`src/rtl/serial_adder.sv`:
```
// Multi-cycle adder/subtractor: BPC bits per clock through a ripple slice,
// with the inter-slice carry held in a register and a start/busy/done handshake.
module serial_adder #(
  parameter int WIDTH = 8,
  parameter int BPC   = 1
) (
  input  logic             clk,
  input  logic             rst,
  input  logic             start,
  input  logic [WIDTH-1:0] a,
  input  logic [WIDTH-1:0] b,
  input  logic             cin,
  input  logic             sub,
  output logic             busy,
  output logic             done,
  output logic [WIDTH-1:0] sum,
  output logic             cout,
  output logic             ovf
);

  localparam int STEPS = WIDTH / BPC;
  localparam int CNT_W = (STEPS > 1) ? $clog2(STEPS) : 1;

  typedef enum logic [1:0] {IDLE, RUN, DONE} state_t;

  state_t           state, state_nxt;
  logic [WIDTH-1:0] opa, opb, sum_r;
  logic             c, cout_r, ovf_r;
  logic [CNT_W-1:0] cnt;
  logic             accept, last;
  int               base;
  logic [BPC-1:0]   sa, sb, ss;
  logic [BPC:0]     rc;

  assign accept = start && (state == IDLE || state == DONE);
  assign last   = (cnt == CNT_W'(STEPS - 1));

  always_ff @(posedge clk) begin
    if (rst) state <= IDLE;
    else     state <= state_nxt;
  end

  always_comb begin
    state_nxt = state;
    case (state)
      IDLE:    if (start) state_nxt = RUN;
      RUN:     if (last)  state_nxt = DONE;
      DONE:    state_nxt = start ? RUN : IDLE;
      default: state_nxt = IDLE;
    endcase
  end

  always_comb begin
    busy = (state == RUN);
    done = (state == DONE);
  end

  // Ripple slice: full adders over the current BPC bits, seeded by the carry register
  always_comb begin
    base  = int'(cnt) * BPC;
    sa    = BPC'(opa >> base);
    sb    = BPC'(opb >> base);
    ss    = '0;
    rc    = '0;
    rc[0] = c;
    for (int i = 0; i < BPC; i++) begin
      ss[i]   = sa[i] ^ sb[i] ^ rc[i];
      rc[i+1] = (sa[i] & sb[i]) | (rc[i] & (sa[i] ^ sb[i]));
    end
  end

  // Subtraction is a + ~b + ~cin, so the borrow-in becomes an inverted carry seed
  always_ff @(posedge clk) begin
    if (rst) begin
      opa    <= '0;
      opb    <= '0;
      c      <= 1'b0;
      cnt    <= '0;
      sum_r  <= '0;
      cout_r <= 1'b0;
      ovf_r  <= 1'b0;
    end else if (accept) begin
      opa   <= a;
      opb   <= sub ? ~b : b;
      c     <= cin ^ sub;
      cnt   <= '0;
      sum_r <= '0;
    end else if (state == RUN) begin
      sum_r <= sum_r | (WIDTH'(ss) << base);
      c     <= rc[BPC];
      cnt   <= cnt + CNT_W'(1);
      if (last) begin
        cout_r <= rc[BPC];
        ovf_r  <= rc[BPC-1] ^ rc[BPC];
      end
    end
  end

  assign sum  = sum_r;
  assign cout = cout_r;
  assign ovf  = ovf_r;

endmodule

```
`config.mk`:
```
export PLATFORM = sky130hd
export DESIGN_NAME = serial_adder
export DESIGN_NICKNAME = d
export VERILOG_FILES = /design/src/rtl/serial_adder.sv
export SDC_FILE = /design/constraint.sdc
export NUM_CORES = 1
export LEC_CHECK = 0
export CAP_MARGIN = 30
export CORE_MARGIN = 4
export CORE_UTILIZATION = 30
export DETAILED_ROUTE_END_ITERATION = 12
export PLACE_DENSITY = 0.59
export SLEW_MARGIN = 0
export SYNTH_ARGS = -nofsm -noshare
export SYNTH_HDL_FRONTEND = slang
export SYNTH_SLANG_ARGS = --single-unit
```
`constraint.sdc`:
```
create_clock -name clk -period 2.05 [get_ports clk]
set_clock_uncertainty 0.1 [all_clocks]
set_input_delay 0.3075 -clock clk [delete_from_list [all_inputs] [get_ports clk]]
set_output_delay 0.3075 -clock clk [all_outputs]
set_load 0.005 [all_outputs]
```
== Word-level counts from Yosys, hierarchy flattened ==
Index checks and enable logic that the tools add are counted.
Storage, ports and cells
  bits in registers: 32
  input port bits: 21
  output and inout port bits: 12
Cells by class
  multiplexer cells: 7
  eq/ne operators: 5
  shift-type cells: 3
  bitwise logic cells: 10
  reductions and logical operators: 7
  add/sub/neg operators: 1
Operator list (count)
  $shr 8x3->1: 2
  $mux 8: 1
  $not 8->8: 1
  $or 8x8->8: 1
  $shl 1x3->8: 1
  $pmux 2 s3: 1
  $mux 2: 2
  $xor 1x1->1: 4
  $add 3x1->3 const B: 1
  $eq 3x3->1 const B: 1
  $mux 1: 3
  $reduce_and 3->1: 1
  $and 1x1->1: 2
  $eq 2x1->1 const B: 1
  $eq 2x2->1 const B: 1
  $logic_not 2->1: 1
  $ne 2x1->1 const B: 1
  $ne 2x2->1 const B: 1
  $reduce_and 2->1: 1
  $reduce_bool 2->1: 1
  $reduce_or 2->1: 1
  $logic_and 1x1->1: 1
  $logic_or 1x1->1: 1
  $not 1->1: 1
  $or 1x1->1: 1

== Logic depth before layout (Yosys ltp) ==
  word-level depth: 6
  depth in mapped cells: 7
  depth with buffers taken out: 6

== Least setup slack after synthesis ==
No wires, ideal clock.
  kind: register to register
  from: register cnt[0]
  to: register sum_r[0] (netlist: sum[0])
  buffers on the path: 1
  data required time: 1.888 ns
  data arrival time: 2.043 ns
  period minus slack after synthesis: 2.205 ns
  cell stages (with the launch flop): 8
  library setup time: 0.062 ns
  setup slack: -0.155 ns
  cell sequence: dfxtp_1 buf_6 mux4_2 mux2i_1 fa_1 nor2_1 and3b_2 a32o_1
Between the ends
  cells in the longest elaborated chain, start to end: 5
RTL lines
  start: declaration: RTL line 29  | logic [CNT_W-1:0] cnt;
  start signal: assignment: RTL line 91  | cnt <= cnt + CNT_W'(1);
  $shr 8x3->1 (on tied branches): RTL line 61, 62
  $xor 1x1->1 (2 in a row): RTL line 67  | ss[i] = sa[i] ^ sb[i] ^ rc[i];
  $shl 1x3->8 *: RTL line 89  | sum_r <= sum_r | (WIDTH'(ss) << base);
  $or 8x8->8 *: RTL line 89
  end signal: assignment: RTL line 89
  end: declaration: RTL line 27  | logic [WIDTH-1:0] opa, opb, sum_r;
Every way passes the cells marked *; elsewhere a longest branch is shown, timed or not.
A chain may end at the register's enable or synchronous reset.

== Final worst setup path ==
Same ends and word-level chain as after synthesis.

==> impl_metrics.yaml <==
drt:
  routedWlPerCell_um: 12.9
  remaining_drc_errors: 0
  firstDrtPassIters: 4
  antenna_left: 0
  highest_layer: "met4"
  wl_met1_um: 1330
  vias: 1157
  wl_met2_um: 1520
  wl_um: 3040
  routed_via_density: 4.90
  wl_met3_um: 120
  first_iter_violations: 27
yosys:
  netlist_area_um2: 1450
  synth.distinct_cells: 29
  synth_area_per_cell_um2: 10.1
  syn_inst: 143
  ys_seq_area_frac: 0.443
  yosysWarnings: 0
  syn_nets: 167
  synth.ff_latch_count: 32
layout:
  design_area_um2: 1980
  n_antenna_cell: 0
  area_growth_pct: 37.3
  nets: 207
  drive_gt1_frac: 0.207
  fin_util: 0.441
floorplanning:
  start_util: 0.321
  die-area_um2: 5990
  boundaryPins: 33
  die_x_um: 77.4
  die-height_um: 77.4
  row_count: 24
  core_um2: 4500
global_routing:
  track_usage: 0.112
  grt-ovfl-total: 0
  antenna_found_initial: 0
  grt_max_degree: 20
  grt_pass1_wl_um: 5310
  first_global_vias: 1184
sta:
  min_period_ns: 2.20
  fin_crit_sh: 1.07
  fin_ws_ns: -0.146
  rsz0062_at_grt: "true"
  worstMarginPinSlew_ns: 0.606
  setup_viol: 8
  hold_viol_final: 0
  fin_tns_setup_ns: -1.09
  fmax_mhz: 455
  relSlewSlack: 0.594
  final_max_slew_viol_count: 0
cts:
  cts_buffer_depth: 2
  clk_latency_ns: 0.28
  root_buffer: "clkbuf_8"
  clk_pin_slew_ns: 0.07
  cts_made_buffers: 5
  postCtsHoldBufs: 0
  cts_tree: "built"
  htree_levels: 2
  clock-sinks: 32
setup_path:
  startpoint_type: "flop"
  worstPathCellList: "mux4_2 > mux2i_2 > fa_1 > nor2_2 > and3b_2 > a32o_1"
  critPathRequiredTime_ns: 2.17
  worstSetupPathType: "flop to flop"
  arrival_ns: 2.32
  end_kind: "flop"
  critPathSlowestCell: "mux4_2"
  path_delay_family: "multiplexers"
  cp_max_fo: 5
  cpPeakStageDelay_ns: 0.52
  path_buf_inv: 0
run_status:
  status: "complete, but fails checks"
  violations: "setup timing"
place:
  pre_cts_ws_ns: -0.175
  place_congestion: 0.765
  dpl-instance-area_um2: 1830
  port_buffers: 32
  dpl.hpwl_um: 2380
power:
  p_leak_nw: 0.711
  p_per_area_nw_per_um2: 746
  p_total_mw: 1.48
  ir_worst_vdd_v: 0.000549
worst_hold_path:
  hold_path_class: "flop to flop"
run:
  maxCapViolCount: 0
[tightest hold or removal path, stage by stage, from the launching register on]
cell,delay (ns)
dfxtp_1,0.31
nand2_1,0.05
a21oi_1,0.06
[report_power, final]
group          internal [mW]  switching, mW  total (mW)
clock network          0.359          0.233       0.593
registers              0.653         0.0210       0.674
logic                  0.121         0.0939       0.215
[worst paths after layout]
| kind | from | to | slack (ns) | depth (start not counted) |
|---|---|---|---|---|
| setup / recovery | cnt[0] | sum[0] | -0.15 | 6 |
| hold / removal | opa[1] | opa[1] | 0.36 | 2 |
| setup reg to reg | cnt[0] | sum[0] | -0.15 | 6 |
| hold reg to reg | opa[1] | opa[1] | 0.36 | 2 |
[layout make-up]
cell class / instances / area, um^2
fill: 416 / 2520
multi-input combinational: 97 / 742
sequential: 32 / 644
timing repair buffer: 44 / 410
clock buffer: 5 / 68.8
tap: 52 / 65.1
clock inverter: 3 / 42.5
inverter: 3 / 11.3
[what timing repair did]
action,in CTS,in global routing
setup buffers,1,0
setup endpoints to repair,8,8
pin swaps,2,2
resized for setup,5,3
[placed cells by master, fill, tap and decap left out, types with 2 or more instances in the layout]
cell type	instances
clkdlybuf4s50_1	32
dfxtp_1	31
nand2_1	21
buf_4	12
nor2_1	11
xnor2_1	10
a21oi_1	10
a211oi_1	8
clkbuf_8	5
mux4_2	4
a32o_1	4
nor3_1	4
inv_1	3
o2bb2ai_2	3
mux2i_2	2
nand2b_1	2
mux2i_1	2
ha_1	2
[sequential cells by signal, indices dropped and copies added (netlist names)]
name,flops
ovf,1
opa,8
opb,8
c,1
state,2
sum,8
cnt,3
cout,1
[cells by family after synthesis]
family	Yosys count	synth area share
AOI/OAI and AO/OA	29	0.155
and+or+nand+nor	46	0.147
adders and majority gates	3	0.0312
xor gates and xnor gates	11	0.0667
DFF	32	0.443
buffers and inverters	14	0.0667
muxes	8	0.0900
[Yosys cell counts, drive strengths merged]
library cell	number	share of area
ha	2	0.017
o2bb2ai	4	0.024
xor2	1	0.0061
nand3b	1	0.0052
nor3	4	0.014
a21oi	11	0.041
xnor2	10	0.061
nor2	12	0.031
a311oi	1	0.010
buf	11	0.059
mux2i	4	0.028
fa	1	0.014
inv	3	0.0078
and3b	1	0.0069
mux4	4	0.062
nand2b	2	0.0087
a32o	4	0.028
dfxtp	32	0.44
nand2	21	0.055
nor2b	3	0.020
a2111oi	1	0.010
nand3	2	0.0069
a211oi	8	0.042
[stage by stage]
stage	hold WS, ns	std cells
6_report	0.361	236
5_1_grt	0.380	236
4_1_cts	0.364	236
3_5_place_dp	0.347	227
3_3_place_gp	0.345	227
2_1_floorplan	0.333	143
[per-layer routing]
layer,up-vias,GRT usage
li1,581,-
met1,549,0.130
met2,23,0.188
met3,4,0.0289
met4,0,0.0587
met5,-,0
Note: power is estimated with default switching activity, not from simulation.
